**src/rtl/ethernet_tx_arbiter_pkg.sv**
```systemverilog
// ethernet_tx_arbiter_pkg
//   Shared types for the Ethernet TX arbiter.
//   state_e : arbiter FSM states (IDLE, DATA, SIZE, SEND, DRAIN).
package ethernet_tx_arbiter_pkg;

  typedef enum logic [2:0] {
    IDLE  = 3'd0,
    DATA  = 3'd1,
    SIZE  = 3'd2,
    SEND  = 3'd3,
    DRAIN = 3'd4
  } state_e;

endpackage

```
**src/rtl/bsg_arb_round_robin.sv**
```systemverilog
// bsg_arb_round_robin
//   Round-robin selector. Reports the highest-priority requester; when the
//   choice is consumed (yumi_i with v_o) priority rotates past the winner.
// Ports:
//   clk_i, reset_i : clock, async active-high reset (priority to req 0)
//   reqs_i         : request vector
//   yumi_i         : the current choice is taken this cycle
//   v_o            : some request is present
//   grant_id_o     : index of the chosen requester
module bsg_arb_round_robin #(
  parameter  int unsigned width_p = 2,
  localparam int unsigned id_w    = $clog2(width_p)
) (
  input  logic               clk_i,
  input  logic               reset_i,
  input  logic [width_p-1:0] reqs_i,
  input  logic               yumi_i,
  output logic               v_o,
  output logic [id_w-1:0]    grant_id_o
);

  logic [id_w-1:0]    r_last;
  logic [width_p-1:0] w_rot;
  int unsigned        w_sum;

  // Rotate so bit 0 is the requester just after the last winner, then take
  // the lowest set bit and map it back to an absolute index.
  always_comb begin
    v_o        = 1'b0;
    grant_id_o = '0;
    w_sum      = 0;
    w_rot      = width_p'({reqs_i, reqs_i} >> (32'(r_last) + 32'd1));
    for (int unsigned k = 0; k < width_p; k++) begin
      if (!v_o && w_rot[k]) begin
        v_o   = 1'b1;
        w_sum = 32'(r_last) + 32'd1 + k;
        if (w_sum >= width_p) w_sum = w_sum - width_p;
        grant_id_o = id_w'(w_sum);
      end
    end
  end

  always_ff @(posedge clk_i or posedge reset_i) begin
    if (reset_i) r_last <= id_w'(width_p - 1);
    else if (yumi_i && v_o) r_last <= grant_id_o;
  end

endmodule

```
**src/rtl/ethernet_tx_arbiter.sv**
```systemverilog
// ethernet_tx_arbiter
//   Shares the ethernet_sender host write port between num_req_p packet
//   streams. One requester owns the port for a whole packet; its beats become
//   buffer writes, then a size write, then a send pulse. Packets longer than
//   eth_mtu_p are dropped and the rest of the packet drained.
// Ports:
//   clk_i, reset_i                 : clock, async active-high reset
//   req_v_i/req_data_i/req_last_i  : per-requester beat stream
//   req_last_bytes_i               : valid bytes in last beat, 0 = full word
//   req_ready_o                    : per-requester accept
//   packet_req_i                   : sender has buffer space
//   packet_wsize_valid_o/_wsize_o  : packet length write
//   packet_wvalid_o/_waddr_o/_wdata_o/_wdata_size_o : buffer word write
//   packet_send_o                  : commit pulse
//   grant_id_o, busy_o, drop_o     : status
module ethernet_tx_arbiter
  import ethernet_tx_arbiter_pkg::*;
#(
  parameter  int unsigned num_req_p    = 2,
  parameter  int unsigned data_width_p = 32,
  parameter  int unsigned eth_mtu_p    = 2048,
  localparam int unsigned bytes_lp     = data_width_p / 8,
  localparam int unsigned lb_w         = $clog2(bytes_lp),
  localparam int unsigned id_w         = $clog2(num_req_p),
  localparam int unsigned size_w       = $clog2(eth_mtu_p + 1),
  localparam int unsigned addr_w       = $clog2(eth_mtu_p),
  localparam int unsigned ws_w         = $clog2(lb_w + 1)
) (
  input  logic                             clk_i,
  input  logic                             reset_i,
  input  logic [num_req_p-1:0]             req_v_i,
  input  logic [num_req_p*data_width_p-1:0] req_data_i,
  input  logic [num_req_p-1:0]             req_last_i,
  input  logic [num_req_p*lb_w-1:0]        req_last_bytes_i,
  output logic [num_req_p-1:0]             req_ready_o,
  input  logic                             packet_req_i,
  output logic                             packet_wsize_valid_o,
  output logic [size_w-1:0]                packet_wsize_o,
  output logic                             packet_wvalid_o,
  output logic [addr_w-1:0]                packet_waddr_o,
  output logic [data_width_p-1:0]          packet_wdata_o,
  output logic [ws_w-1:0]                  packet_wdata_size_o,
  output logic                             packet_send_o,
  output logic [id_w-1:0]                  grant_id_o,
  output logic                             busy_o,
  output logic                             drop_o
);

  localparam int unsigned max_beats_lp = eth_mtu_p / bytes_lp;
  localparam int unsigned beat_w       = $clog2(max_beats_lp + 1);
  localparam logic [beat_w-1:0] MaxBeats = beat_w'(max_beats_lp);

  state_e                  r_state, w_next;
  logic [id_w-1:0]         r_grant;
  logic [beat_w-1:0]       r_beat_cnt;
  logic [size_w-1:0]       r_byte_cnt;

  logic                    w_rr_v, w_start, w_accept, w_room;
  logic [id_w-1:0]         w_rr_id;
  logic                    w_v, w_last;
  logic [data_width_p-1:0] w_data;
  logic [lb_w-1:0]         w_lb;
  logic [size_w-1:0]       w_inc;
  logic [num_req_p-1:0]    w_onehot;

  bsg_arb_round_robin #(.width_p(num_req_p)) u_rr (
    .clk_i      (clk_i),
    .reset_i    (reset_i),
    .reqs_i     (req_v_i),
    .yumi_i     (w_start),
    .v_o        (w_rr_v),
    .grant_id_o (w_rr_id)
  );

  // Granted requester's beat
  always_comb begin
    w_v    = 1'b0;
    w_last = 1'b0;
    w_data = '0;
    w_lb   = '0;
    for (int unsigned i = 0; i < num_req_p; i++) begin
      if (r_grant == id_w'(i)) begin
        w_v    = req_v_i[i];
        w_last = req_last_i[i];
        w_data = req_data_i[i*data_width_p +: data_width_p];
        w_lb   = req_last_bytes_i[i*lb_w +: lb_w];
      end
    end
  end

  assign w_start  = (r_state == IDLE) && packet_req_i && w_rr_v;
  assign w_room   = (r_beat_cnt < MaxBeats);
  assign w_accept = w_v && (((r_state == DATA) && packet_req_i) || (r_state == DRAIN));
  assign w_inc    = (w_last && (w_lb != '0)) ? size_w'(w_lb) : size_w'(bytes_lp);
  assign w_onehot = {{(num_req_p-1){1'b0}}, 1'b1} << r_grant;

  always_ff @(posedge clk_i or posedge reset_i) begin
    if (reset_i) r_state <= IDLE;
    else         r_state <= w_next;
  end

  always_comb begin
    w_next = r_state;
    case (r_state)
      IDLE:  if (w_start) w_next = DATA;
      DATA: begin
        if (w_accept && w_last) w_next = w_room ? SIZE : IDLE;
        else if (w_accept && !w_room) w_next = DRAIN;
      end
      SIZE:  if (packet_req_i) w_next = SEND;
      SEND:  if (packet_req_i) w_next = IDLE;
      DRAIN: if (w_accept && w_last) w_next = IDLE;
      default: w_next = IDLE;
    endcase
  end

  always_comb begin
    req_ready_o          = '0;
    packet_wsize_valid_o = 1'b0;
    packet_wvalid_o      = 1'b0;
    packet_send_o        = 1'b0;
    drop_o               = 1'b0;
    case (r_state)
      DATA: begin
        req_ready_o     = packet_req_i ? w_onehot : '0;
        packet_wvalid_o = w_accept && w_room;
        drop_o          = w_accept && !w_room;
      end
      DRAIN: req_ready_o = w_onehot;
      SIZE:  packet_wsize_valid_o = packet_req_i;
      SEND:  packet_send_o = packet_req_i;
      default: ;
    endcase
  end

  assign packet_wsize_o      = r_byte_cnt;
  assign packet_waddr_o      = addr_w'({r_beat_cnt, {lb_w{1'b0}}});
  assign packet_wdata_o      = w_data;
  assign packet_wdata_size_o = ws_w'(lb_w);
  assign grant_id_o          = r_grant;
  assign busy_o              = (r_state != IDLE);

  always_ff @(posedge clk_i or posedge reset_i) begin
    if (reset_i) begin
      r_grant    <= '0;
      r_beat_cnt <= '0;
      r_byte_cnt <= '0;
    end else if (w_start) begin
      r_grant    <= w_rr_id;
      r_beat_cnt <= '0;
      r_byte_cnt <= '0;
    end else if ((r_state == DATA) && w_accept && w_room) begin
      r_beat_cnt <= r_beat_cnt + beat_w'(1);
      r_byte_cnt <= r_byte_cnt + w_inc;
    end
  end

endmodule

```
**config.mk**
```make
export PLATFORM = sky130hd
export DESIGN_NAME = ethernet_tx_arbiter
export DESIGN_NICKNAME = d
export VERILOG_FILES = /design/src/rtl/ethernet_tx_arbiter_pkg.sv /design/src/rtl/bsg_arb_round_robin.sv /design/src/rtl/ethernet_tx_arbiter.sv
export SDC_FILE = /design/constraint.sdc
export NUM_CORES = 1
export LEC_CHECK = 0
export ABC_AREA = 1
export BUFFER_PORTS_ARGS = -buffer_cell sky130_fd_sc_hd__buf_2
export CAP_MARGIN = 10
export CORE_ASPECT_RATIO = 0.9
export CORE_MARGIN = 10
export CORE_UTILIZATION = 44
export CTS_CLUSTER_DIAMETER = 200
export DETAILED_ROUTE_END_ITERATION = 8
export PLACE_DENSITY = 0.92
export SYNTH_ARGS = -nofsm -noshare
export SYNTH_HDL_FRONTEND = slang
export SYNTH_SLANG_ARGS = --single-unit
```
**constraint.sdc**
```tcl
create_clock -name clk_i -period 2.8 [get_ports clk_i]
set_clock_uncertainty 0.05 [all_clocks]
set_input_delay 0.14 -clock clk_i [delete_from_list [all_inputs] [get_ports clk_i]]
set_output_delay 0.14 -clock clk_i [all_outputs]
set_load 0.005 [all_outputs]
```
# Word level (Yosys, flattened, before mapping)
# Cells that the tools add are included.
# totals
word_cells	74
input_bits	75
reg_bits	27
output_inout_bits	65
# classes
n_eq_ne	9
n_reduce_logical	20
mux	29
order_cmp	3
shift	2
addsub	6
# ops
cell	count
>= comparator 32 x 2 -> 1 bit (second input constant)	1
two-way mux 32 bit	1
two-way mux 12 bit	2
two-way mux 3 bit	7
two-way mux 10 bit	2
case mux 3 bit (5 select lines)	1
adder 12 x 3 -> 12 bit	1
logical AND 1 bit	12
two-way mux 1 bit	12
adder 10 x 1 -> 10 bit (second input constant)	1
less-than comparator 10 bit (second input constant)	1
== test 3 x 2 -> 1 bit (second input constant)	2
two-way mux 2 bit	3
AND reduction 5 bit	1
inequality test 2 x 1 -> 1 bit (second input constant)	2
inequality test 2 bit (second input constant)	2
case mux 2 bit (2 select lines)	1
nonzero test 2 bit	2
>> shifter 4 x 2 -> 2 bit	1
adder 2 x 1 -> 3 bit (second input constant)	1
== test 3 x 1 -> 1 bit (second input constant)	1
== test 3 bit (second input constant)	1
logical NOT 3 bit	1
inequality test 3 x 1 -> 1 bit (second input constant)	1
7 further kinds	9

# Depth between registers and ports, before layout
# depth
ltp_word	9
mapped_depth	16

# Modules after synthesis
# From an unflattened synthesis, not the netlist that was laid out.
# unflattened
cells_unflattened	380
hier_area_um2	2338.5
# modules_own_cells
module	cells_each	area_each_um2	instances	seq_area_each_um2
ethernet_tx_arbiter	371	2273.4	1	650.6
bsg_arb_round_robin	9	65.1	1	26.3

# Least setup slack after synthesis
# Ideal clock, no wire load.
# synth_path
path_kind	flip-flop to flip-flop
start	reg r_grant (netlist: grant_id_o)
end	reg r_byte_cnt[6] (netlist: packet_wsize_o[6])
synth_period_minus_slack_ps	2382
path_stages_with_launch	15
arrival_time_ps	2209
slack_ps	418
cell_sequence	dfrtp_1 > buf_6 > inv_4 > buf_6 > nand2_1 > nand2_2 > inv_1 > a21oi_1 > nor2_1 > ha_1 > nand2_1 > a21oi_1 > nand2_1 > nor3b_1 > nor2_1
# synth_via
elab_chain_cells	7
word_cells_on_any_way	13
cone_classes	add/sub: 1; mux: 6; reduce/logical: 6
# synth_lines
item	line	source
start, declared	ethernet_tx_arbiter.sv:54	logic [id_w-1:0] r_grant;
start signal, assigned	ethernet_tx_arbiter.sv:149	r_grant <= w_rr_id;
two-way mux 2 bit	ethernet_tx_arbiter.sv:82	if (r_grant == id_w'(i)) begin
nonzero test 2 bit	ethernet_tx_arbiter.sv:94	assign w_inc = (w_last && (w_lb != '0)) ? size_w'(w_lb) : size_w'(bytes_lp);
logical AND 1 bit	ethernet_tx_arbiter.sv:94	
two-way mux 3 bit	ethernet_tx_arbiter.sv:94	
adder 12 x 3 -> 12 bit	ethernet_tx_arbiter.sv:154	r_byte_cnt <= r_byte_cnt + w_inc;
two-way mux 12 bit	ethernet_tx_arbiter.sv:152	end else if ((r_state == DATA) && w_accept && w_room) begin
two-way mux 12 bit	ethernet_tx_arbiter.sv:148	end else if (w_start) begin
end signal, assigned	ethernet_tx_arbiter.sv:154	
end, declared	ethernet_tx_arbiter.sv:56	logic [size_w-1:0] r_byte_cnt;
# Parallel ways exist; a longest one is shown, timed or not. The select of a mux whose other input is x is not followed.
# A chain may end at the register's enable or synchronous reset.

# Worst setup path after layout
# Ends and elaborated chain as after synthesis.

==> impl_results.md <==
- Post-synth cell types: 37
- Routed met2 length: 4.21 mm
- Worst Setup SP: grant_id_o
- CTS buffer count: 3
- Chip width: 96.6 µm
- Largest net degree at the start of global routing: 35
- Pwr Total: 2.04 mW
- DR WL met3: 459 µm
- Final min period: 2480 ps
- Capture point of the worst reg-to-reg path: packet_wsize_o[6]
- Layout Nets: 566
- Period utilization: 88.7%
- Final ANT Viol Nets: 0
- Max-slew violations: 0
- Avg WL per Cell: 14.6 µm
- Mapped Area: 2320 µm²
- Worst EP required: 2920 ps
- # fillers: 533
- Asr flop ratio synth: 100%
- Die span in y: 89.0 µm
- GRT Util Overall: 16.9%
- Leak pwr: 1.81 nW
- Final setup fails: 0
- Internal Dissipation: 1.04 mW
- Clock sink total: 27
- Combined area of the multi-input logic cells: 1340 µm²
- Crit path arrival time: 2600 ps
- Hold Buf Count CTS: 0
- Die area: 8590 µm²
- Global-route wire length before repair: 12.3 mm
- Endpoints failing hold: 0
- Top routing layer in use: met4
- Area Overhead vs Synth: 27.5%
- Cell area after layout: 2960 µm²
- Status: finished clean
- Worst hold margin: 67.9 ps
- Critical path type: flop to flop
- Part of the power in the clock network: 11.2%
- Initial core utilization: 44.8%
- Net switching power: 1.01 mW
- Sequential share of the synthesized area: 29.1%
- M1 wire length: 3.32 mm
- Flop2flop setup slack: 320 ps
- Root buffer cell: clkbuf_8
- Syn Inst Count: 367
- Worst Hold Class: primary input to asynchronous set/reset pin
- First-pass detailed-route iteration total: 4
- Util after Layout: 57.1%
- Total Wirelength: 8.08 mm
- Setup bufs post-CTS: 0
- Startpoint Class: flop
- Sum Neg Setup Slack: 0 ps
- Worst-path maximum fanout: 7
- Worst Setup EP: packet_wsize_o[6]
- Post-synth top area cell: dfrtp_1
- Initial antenna violation count: 0
- Residual DRC: 0
- Top-count cell post-synth: nand2_1
- Least-Margin Pin Slew: 1080 ps
- Yosys warns: 0
- Top-level I/O count: 140
- Reg2reg path depth: 12
- Placed Area: 2920 µm²
- Core footprint: 5190 µm²
- Slew Limit Headroom: 27.7%
- Fmax: 403 MHz
- Crit end category: flop
- Post-DP HPWL: 6.70 mm
- Vias in the first global route: 2601
- Most used DFF post-synth: dfrtp_1
- Register area: 677 µm²
- Iter 0 DRT Violations: 162
- Synth area leaders: dfrtp_1 (28%), nand2_1 (27%), nand3_1 (4.7%), inv_1 (4.7%), buf_4 (4.2%)
- Synthesized area per cell: 6.33 µm²
- CTS tree: built
- Switching part of the total: 49.4%
- Max Root-Sink Buffers: 2
- Drt via density: 4.90
- Sequential fraction of design power: 26.8%
- Port bufs: 135
- Max-Cap Viols: 0
- Diode count: 0
- RSZ-0062 raised after global routing: false
- R2r startpoint: grant_id_o
- Logic pwr share: 62.0%
- Vias: 2703
- Row count: 25
- Remaining global-route overflow: 0
- Synth top area share: 28.0%
- Clock latency on the worst-skew pair: 270 ps
- PwrDens: 690 nW/µm²
- CTS H-tree lvls: 1
- #FFs+latches synth: 27
- Post-synth top cells: nand2_1 (167), inv_1 (29), dfrtp_1 (26)
- Post-CTS Resized: 0
- Post-synth EDFFs: 0
- Worst-path clk slew: 100 ps
- Share of cells above drive strength 1: 33.0%
- VDD IR max: 0.345 mV
- Global placement routability congestion: 0.918
-- cell type report --
class / count / area share (%)
Inverter: 33 / 4.26
Sequential cell: 27 / 22.8
Multi-Input combinational cell: 284 / 45.3
Timing Repair Buffer: 137 / 23.3
Clock buffer: 4 / 1.52
Tap cell: 67 / 2.83
-- through the flow --
stage | setup slack, ps | instances
after floorplan | 418 | 369
after global placement | 459 | 548
after detailed placement | 350 | 548
after CTS | 319 | 552
after global routing | 97.8 | 552
final | 317 | 552
-- layout by cell type, fill, tap and decap left out, types with 2 or more instances in the layout --
master and instances:
dfrtp_1 26, nand4_1 11, a21oi_1 6, nor2_2 2, nor2_1 24, inv_2 3, inv_1 29, nand2_1 167
xor2_1 3, nand2_2 2, ha_1 4, o21ai_0 10, nand3_1 22, buf_4 2, o21ai_2 3, conb_1 4
o21ai_1 4, buf_2 135, nor3_1 7, clkbuf_8 3
-- how the worst min path moves through the flow --
stage,start,end,slack [ps],depth (start not counted)
global placement,reset_i,r_beat_cnt[6],380,2
CTS,reset_i,r_beat_cnt[3],110,2
global route,reset_i,r_beat_cnt[6],150,2
floorplan,reset_i,grant_id_o,140,1
detailed placement,reset_i,r_beat_cnt[3],410,2
finish,reset_i,r_beat_cnt[6],70,2
-- worst max-delay path, stage by stage (launching register included) --
cell     delay [ps]
dfrtp_1         450
inv_4           120
nand2_1          70
nand2_2          80
inv_1            80
a21oi_1         270
nor2_1           80
ha_1            370
nand2_1          90
a21oi_1         310
nand2_1         120
nor3b_1         220
nor2_1           70
-- power groups by stage --
stage | Combinational [mW] | Clock, mW | Sequential, mW
6_report | 1.27 | 0.229 | 0.548
5_1_grt | 1.44 | 0.256 | 0.563
4_1_cts | 1.28 | 0.233 | 0.549
3_5_place_dp | 1.27 | 0 | 0.556
3_3_place_gp | 1.23 | 0 | 0.551
2_1_floorplan | 0.875 | 0 | 0.535
-- sequential cells by signal (all words and copies together) (netlist names) --
register / count
packet_wsize_o: 12
r_state: 3
r_beat_cnt: 10
u_rr.r_last: 1
grant_id_o: 1
-- layer usage --
layer	up-vias	global-route usage (%)
li1	1374	-
met1	1246	21.3
met2	77	28.9
met3	6	3.32
met4	0	4.69
met5	-	0
-- cell families (layout without fill, tap and decap cells) --
kind of cell    after synthesis  count (layout)  share of synthesized area, %
simple gates                243             243                          44.8
buf+inv                      58             174                          13.5
compound gates               28              28                          7.70
flops                        27              27                          29.1
fa+ha+maj                     5               5                          3.01
xor+xnor                      4               4                          1.51
other cells                   2               4                         0.323
Note: power is estimated with default switching activity, not from simulation.
